===== src/rtl/axi_bus_pkg.sv =====
// Shared definitions for the cache load/store bus arbiters.
package axi_bus_pkg;

    localparam int N_MASTERS_DEF = 3;
    localparam int AXI_LEN_W     = 4;

    // Read arbiter phases: waiting for requests, waiting for the AR
    // handshake, and counting R beats until rlast.
    typedef enum logic [1:0] {
        IDLE = 2'd0,
        ADDR = 2'd1,
        DATA = 2'd2
    } rd_arb_state_t;

endpackage


===== src/rtl/rr_priority_picker.sv =====
// Round-robin picker: first set request bit at or after prio_ptr_i,
// scanning upward with wrap. Purely combinational.
module rr_priority_picker #(
    parameter int N = 3
) (
    input  logic [N-1:0]         req_i,
    input  logic [$clog2(N)-1:0] prio_ptr_i,
    output logic [N-1:0]         pick_o,
    output logic [$clog2(N)-1:0] pick_idx_o,
    output logic                 valid_o
);

    localparam int IDX_W = $clog2(N);

    logic             found;
    logic [IDX_W-1:0] cand;

    // Scan the N candidates starting at the pointer; the first hit wins.
    always_comb begin
        pick_o     = '0;
        pick_idx_o = '0;
        found      = 1'b0;
        cand       = '0;
        for (int i = 0; i < N; i++) begin
            cand = IDX_W'((int'(prio_ptr_i) + i) % N);
            if (!found && req_i[cand]) begin
                found        = 1'b1;
                pick_o[cand] = 1'b1;
                pick_idx_o   = cand;
            end
        end
    end

    assign valid_o = found;

endmodule


===== src/rtl/axi_read_rr_arbiter.sv =====
// Round-robin grant controller for the shared AXI read channel. Holds a
// registered one-hot grant for one full transaction (AR through the last R
// beat) and flags R bursts whose length disagrees with the latched arlen.
//
// Handshake: a transfer on AR happens in a cycle where arvalid & arready are
// both high; an R beat happens in a cycle where rvalid & rready are both
// high. Valid without ready is a stall and changes nothing here.
module axi_read_rr_arbiter
    import axi_bus_pkg::*;
#(
    parameter int N_MASTERS = N_MASTERS_DEF,
    parameter int LEN_W     = AXI_LEN_W
) (
    input  logic                         clk,
    input  logic                         rst,
    input  logic [N_MASTERS-1:0]         req,
    output logic [N_MASTERS-1:0]         grnt,
    output logic [$clog2(N_MASTERS)-1:0] owner,
    output logic                         busy,
    input  logic                         arvalid,
    input  logic                         arready,
    input  logic [LEN_W-1:0]             arlen,
    input  logic                         rvalid,
    input  logic                         rready,
    input  logic                         rlast,
    output logic                         len_err,
    output rd_arb_state_t                dbg_state
);

    localparam int IDX_W = $clog2(N_MASTERS);
    localparam int CNT_W = LEN_W + 1;

    rd_arb_state_t      state_q,    state_d;
    logic [N_MASTERS-1:0] grnt_q,   grnt_d;
    logic [IDX_W-1:0]   owner_q,    owner_d;
    logic [IDX_W-1:0]   prio_ptr_q, prio_ptr_d;
    logic [CNT_W-1:0]   beat_cnt_q, beat_cnt_d;
    logic [LEN_W-1:0]   exp_len_q,  exp_len_d;
    logic               len_err_q,  len_err_d;

    logic [N_MASTERS-1:0] pick;
    logic [IDX_W-1:0]   pick_idx;
    logic               pick_valid;
    logic               ar_hs;
    logic               r_beat;
    logic [IDX_W-1:0]   next_ptr;
    logic [CNT_W-1:0]   exp_len_ext;

    rr_priority_picker #(
        .N (N_MASTERS)
    ) u_picker (
        .req_i      (req),
        .prio_ptr_i (prio_ptr_q),
        .pick_o     (pick),
        .pick_idx_o (pick_idx),
        .valid_o    (pick_valid)
    );

    assign ar_hs       = arvalid & arready;
    assign r_beat      = rvalid & rready;
    assign exp_len_ext = {1'b0, exp_len_q};
    // Priority moves to the master just after the one that completed.
    assign next_ptr    = (owner_q == IDX_W'(N_MASTERS - 1)) ? '0 : owner_q + IDX_W'(1);

    // Next-state logic: grant on request, latch burst length at AR, count
    // beats and judge the burst length on each R beat.
    always_comb begin
        state_d    = state_q;
        grnt_d     = grnt_q;
        owner_d    = owner_q;
        prio_ptr_d = prio_ptr_q;
        beat_cnt_d = beat_cnt_q;
        exp_len_d  = exp_len_q;
        len_err_d  = 1'b0;
        case (state_q)
            IDLE: begin
                if (pick_valid) begin
                    grnt_d  = pick;
                    owner_d = pick_idx;
                    state_d = ADDR;
                end
            end
            ADDR: begin
                if (ar_hs) begin
                    exp_len_d  = arlen;
                    beat_cnt_d = '0;
                    state_d    = DATA;
                end else if (!req[owner_q]) begin
                    // Abandoned before AR: release without moving priority.
                    grnt_d  = '0;
                    state_d = IDLE;
                end
            end
            DATA: begin
                if (r_beat) begin
                    // Saturate so an overlong burst cannot wrap back into range.
                    if (beat_cnt_q != '1) begin
                        beat_cnt_d = beat_cnt_q + CNT_W'(1);
                    end
                    if (rlast) begin
                        len_err_d  = (beat_cnt_q != exp_len_ext);
                        grnt_d     = '0;
                        prio_ptr_d = next_ptr;
                        state_d    = IDLE;
                    end else begin
                        len_err_d = (beat_cnt_q == exp_len_ext);
                    end
                end
            end
            default: begin
                grnt_d  = '0;
                state_d = IDLE;
            end
        endcase
    end

    // State registers with asynchronous return to the idle, no-grant state.
    always_ff @(posedge clk or posedge rst) begin
        if (rst) begin
            state_q    <= IDLE;
            grnt_q     <= '0;
            owner_q    <= '0;
            prio_ptr_q <= '0;
            beat_cnt_q <= '0;
            exp_len_q  <= '0;
            len_err_q  <= 1'b0;
        end else begin
            state_q    <= state_d;
            grnt_q     <= grnt_d;
            owner_q    <= owner_d;
            prio_ptr_q <= prio_ptr_d;
            beat_cnt_q <= beat_cnt_d;
            exp_len_q  <= exp_len_d;
            len_err_q  <= len_err_d;
        end
    end

    assign grnt      = grnt_q;
    assign owner     = owner_q;
    assign busy      = (state_q != IDLE);
    assign len_err   = len_err_q;
    assign dbg_state = state_q;

endmodule

===== config.mk =====
export PLATFORM = sky130hd
export DESIGN_NAME = axi_read_rr_arbiter
export DESIGN_NICKNAME = d
export VERILOG_FILES = /design/src/rtl/axi_bus_pkg.sv /design/src/rtl/rr_priority_picker.sv /design/src/rtl/axi_read_rr_arbiter.sv
export SDC_FILE = /design/constraint.sdc
export NUM_CORES = 1
export LEC_CHECK = 0
export ABC_AREA = 1
export ABC_CLOCK_PERIOD_IN_PS = 3100
export CAP_MARGIN = 20
export CORE_MARGIN = 4
export CORE_UTILIZATION = 45
export CTS_CLUSTER_SIZE = 8
export DETAILED_ROUTE_END_ITERATION = 10
export DONT_BUFFER_PORTS = 1
export PLACE_DENSITY = 0.64
export SLEW_MARGIN = 5
export SYNTH_ARGS = -nofsm -noshare
export SYNTH_HDL_FRONTEND = slang
export SYNTH_SLANG_ARGS = --single-unit

===== constraint.sdc =====
create_clock -name clk -period 3.1 [get_ports clk]
set_clock_uncertainty 0.05 [all_clocks]
set_input_delay 0.93 -clock clk [delete_from_list [all_inputs] [get_ports clk]]
set_output_delay 0.93 -clock clk [all_outputs]
set_load 0.02 [all_outputs]

# After elaboration in Yosys (flattened, before gate mapping)
# Index checks and enable logic that the tools add are counted.
[totals]
register_bits = 19
output_inout_bits = 9
[op_classes]
n_addsub = 4
n_div = 3
magnitude_cmp = 7
eq_ne = 14
muxes = 43
bitwise_logic = 4
reduce_logical = 16
[ops]
columns = ["op", "n"]
rows = [
  ["$mod A32 B3 Y32 const B", 2],
  ["$mod A3 B3 Y32 const B", 1],
  ["$mux W3", 8],
  ["$mux W2", 9],
  ["$mux W5", 3],
  ["$ne A2 B2 Y1 const B", 7],
  ["$mux W1", 13],
  ["$lt A2 B3 Y1 const B", 4],
  ["$pmux W5 S2", 1],
  ["$pmux W3 S3", 1],
  ["$bmux W1 S2", 4],
  ["$reduce_and A4 Y1", 2],
  ["$demux W1 S2", 3],
  ["$ge A2 B1 Y1 const B", 3],
  ["$or A3 B3 Y3", 2],
  ["$pmux W2 S3", 1],
  ["$add A5 B1 Y5 const B", 1],
  ["$eq A5 B4 Y1", 1],
  ["$logic_and A1 B1 Y1", 5],
  ["$ne A5 B4 Y1", 1],
  ["$ne A5 B5 Y1 const B", 1],
  ["$reduce_and A5 Y1", 1],
  ["$eq A2 B2 Y1 const B", 2],
  ["$reduce_and A2 Y1", 2],
  ["10 further kinds", 13],
]

# Logic depth before layout (Yosys ltp)
[depth]
ltp_word = 12
ltp_mapped = 13
ltp_nobuf = 13

# By module
# Synthesis repeated with hierarchy kept, for this count alone.
[unflattened]
hier_cells = 196
area_unflattened_um2 = 1326.3
[by_module_without_submodules]
columns = ["mod", "n_inst", "cells_per_inst", "area_per_inst_um2"]
rows = [
  ["axi_read_rr_arbiter", 1, 135, 1006.0],
  ["rr_priority_picker", 1, 61, 320.3],
]

# Worst setup path after synthesis
# OpenSTA, ideal clock, no wires.
[synth_path]
path_type = "register to output"
startpoint = "register state_q[1], in the netlist dbg_state[1]"
endpoint = "output busy"
arrival_time_ns = 0.933
path_slack_ns = 1.187
stages_incl_launch_ff = 3
n_path_buf = 0
path_cell_list = "dfrtp_1 nor2_1 inv_1"
[synth_between]
elab_chain_cells = 1
[synth_lines]
columns = ["element", "line_no", "text"]
rows = [
  ["from (decl)", "axi_read_rr_arbiter.sv:33", "rd_arb_state_t state_q, state_d;"],
  ["from (signal assigned)", "axi_read_rr_arbiter.sv:128", "state_q <= state_d;"],
  ["$reduce_bool A2 Y1", "axi_read_rr_arbiter.sv:140", "assign busy = (state_q != IDLE);"],
  ["to (decl)", "axi_read_rr_arbiter.sv:19", "output logic busy,"],
]
# No other way between the ends.

# Final worst setup path
# Same ends and word-level chain as after synthesis.

==> results_tabular.tex <==
\begin{tabular}{lr}
\hline
Metric & Value \\
\hline
\multicolumn{2}{l}{\textbf{Final layout}} \\
Area added between synthesis and finish & 5.146\% \\
Post-layout net count & 207 \\
Final Util & 49.14\% \\
Final standard cell area without fillers & 1355 µm² \\
Fraction of layout instances using a drive strength above 1 & 14.52\% \\
Final antenna diode count & 0 \\
Final std cells w/o fill & 217 \\
\multicolumn{2}{l}{\textbf{Timing}} \\
Post-route setup TNS & 0 ns \\
Number of pins exceeding their max-slew limit in the final report & 0 \\
Final hold viol count & 0 \\
Worst Tran Pin Value & 0.7292 ns \\
Portion of the clock cycle consumed by the worst path in the final layout & 77.86\% \\
Fin Hold WS & 0.4848 ns \\
RSZ-0062 raised after global routing & false \\
Setup violators final & 0 \\
Rel. slew slack & 51.33\% \\
Maximum clock rate & 0.4143 GHz \\
Post-layout minimum cycle time & 2.414 ns \\
\multicolumn{2}{l}{\textbf{Logic synthesis}} \\
Number of synthesis warnings & 0 \\
Synth Net Count & 202 \\
Fraction of registers with async set or reset after synthesis & 100.0\% \\
Share of the yosys chip area belonging to registers & 36.89\% \\
Number of synthesized flops with an enable pin & 0 \\
Mapped cell area & 1289 µm² \\
Cell count after synthesis & 182 \\
Synthesized area divided by synthesized cell count & 7.081 µm² \\
Most used flip-flop cell after synthesis & dfrtp\_1 \\
Total of flip-flops plus latches after synthesis & 19 \\
Number of distinct library cells after synthesis & 21 \\
\multicolumn{2}{l}{\textbf{Clock tree}} \\
Hold buffer count at cts & 0 \\
Clock latency at the later pin of the worst-skew pair & 0.30 ns \\
Clock tree from TritonCTS & yes \\
Clk sink count & 19 \\
H-tree level count & 1 \\
Total clock buffers created by CTS & 3 \\
Master cell of the clock root buffer & clkbuf\_4 \\
CTS max path bufs & 2 \\
CTS clk-pin slew, worst paths & 0.11 ns \\
Postcts setup bufs & 0 \\
Cells resized by post-CTS repair & 0 \\
\multicolumn{2}{l}{\textbf{Pwr}} \\
Worst-case vdd ir drop & 0.5125 mV \\
Power density over the cells & 1005 nW/µm² \\
Leakage component of the power & 0.7520 nW \\
\multicolumn{2}{l}{\textbf{Routing}} \\
Wire length per cell after detailed routing & 11.90 µm \\
Drt initial violations & 38 \\
Post-Route WL & 2583 µm \\
\# DRC & 0 \\
Number of nets with antenna violations after detailed routing & 0 \\
Vias & 1,111 \\
Detailed-route vias per instance & 5.120 \\
DR pass1 iterations & 5 \\
\multicolumn{2}{l}{\textbf{Job}} \\
Max-cap violations & 0 \\
\multicolumn{2}{l}{\textbf{Global routing}} \\
Maximum number of pins on one net before global-route repair & 20 \\
Number of global-route vias before repair & 967 \\
Residual overflow from global routing & 0 \\
Number of antenna violations at the first check in global routing & 0 \\
Overall fraction of global-route tracks in use & 15.06\% \\
Global-route wire length before repair & 4209 µm \\
\multicolumn{2}{l}{\textbf{Setup path}} \\
Crit Path Max Fanout & 6 \\
Required time of the critical path & 2.12 ns \\
Crit path DAT & 1.43 ns \\
Setup CP Type & flop to output port \\
Cell-by-cell listing of the critical path & nor2\_1 -> inv\_1 \\
Category of the worst setup path launch point & flop \\
Slowest cell on crit path & dfrtp\_1 \\
Sort of element at the end of the critical path & output port \\
Crit path largest cell delay & 0.53 ns \\
\multicolumn{2}{l}{\textbf{Place}} \\
Post-DP HPWL & 2078 µm \\
Placed Cells & 213 \\
Placer's final routability congestion estimate & 0.8752 \\
Post-Place Cell Area & 1328 µm² \\
Number of buffer cells added on primary ports & 0 \\
\multicolumn{2}{l}{\textbf{Hold path}} \\
Worst min-delay path class & flop to flop \\
\multicolumn{2}{l}{\textbf{Die}} \\
Core area & 2758 µm² \\
Row cnt & 19 \\
Die ar. & 3784 µm² \\
Top-Level Pins & 23 \\
Die extent in x & 61.52 µm \\
Initial Util & 46.73\% \\
Die height & 61.52 µm \\
\multicolumn{2}{l}{\textbf{Status}} \\
Run status & finished clean \\
\hline
\end{tabular}
## cell usage after synthesis (2+ instances only)
master,count,share of area (%)
nand2_1,68,20
inv_1,21,6.1
dfrtp_1,19,37
nand3_1,19,7.4
nand2_2,8,3.9
nor2_1,8,2.3
inv_2,7,2.0
ha_1,6,5.8
o21ai_0,5,1.9
o21ai_1,4,1.6
nor2_4,3,2.6
a21oi_1,2,0.78
nand2_4,2,1.7
nand3_2,2,1.6
nor3_1,2,0.78
## through the flow
stage                     total power [mW]  setup slack, ns
after floorplan                      1.088            1.187
after global placement               1.210            1.042
final                                1.361           0.6862
after global routing                 1.519           0.5412
after CTS                            1.378           0.6636
after detailed placement             1.243            1.028
## worst max-delay path: cells and delay by family (launching register included)
family / cells / cell delay, ns
DFF: 1 / 0.53
buffers and inverters: 1 / 0.21
and+or+nand+nor: 1 / 0.39
## power breakdown
group / switching, mW / internal (mW) / leakage [nW]
clock network: 0.0799 / 0.0481 / 0.0177
logic: 0.525 / 0.260 / 0.488
registers: 0.118 / 0.330 / 0.246
## metal layers
layer	GRT usage [%]	vias to the layer above	routed length (µm)
met5	0	-	0
li1	-	579	-
met4	6.061	0	25
met2	22.87	39	1098
met1	21.27	489	1257
met3	2.306	4	202
## registers in the layout, indices dropped and copies added (netlist names)
register and cells:
beat_cnt_q 5, exp_len_q 4, grnt 3, dbg_state 2
owner 2, prio_ptr_q 2, len_err 1
## cells by family (layout without fill, tap and decap cells)
group	after synthesis	after routing	share of synthesized area (%)
flip-flops	19	19	36.89
XOR/XNOR	1	1	0.6797
AO/OA/AOI/OAI	14	14	6.311
AND/OR/NAND/NOR	114	114	42.14
buffers and inverters	28	32	8.156
adder cells (fa/ha/maj)	6	6	5.825
## cells in the final DEF, fill, tap and decap left out, drive strengths merged
| master | n |
|---|---|
| ha | 6 |
| o22ai | 1 |
| nand3 | 21 |
| dfrtp | 19 |
| o211a | 1 |
| inv | 28 |
| nor2 | 11 |
| a32o | 1 |
| nand2 | 79 |
| nand4 | 1 |
| clkbuf | 3 |
| a21oi | 2 |
| clkinv | 1 |
| nor3 | 2 |
| xor2 | 1 |
| o21ai | 9 |
## final timing paths
check	startpoint	endpoint	slack, ns	cells after the start
setup / recovery	dbg_state[1]	busy	0.69	2
hold / removal	exp_len_q[0]	exp_len_q[0]	0.48	2
setup reg to reg	prio_ptr_q[0]	owner[1]	1.27	12
hold reg to reg	exp_len_q[0]	exp_len_q[0]	0.48	2
max in group asynchronous	rst	dbg_state[0]	1.97	1
min in group asynchronous	rst	len_err	0.57	1
## final cells by class
| cell class | count | area (µm²) |
|---|---|---|
| inverters | 28 | 105.1 |
| flip-flops and latches | 19 | 475.5 |
| clock inverters | 1 | 5.005 |
| fillers | 281 | 1403 |
| clock buffers | 3 | 22.52 |
| multi-input cells | 135 | 708.2 |
| well taps | 31 | 38.79 |
Power figures use the tool's default switching activity.
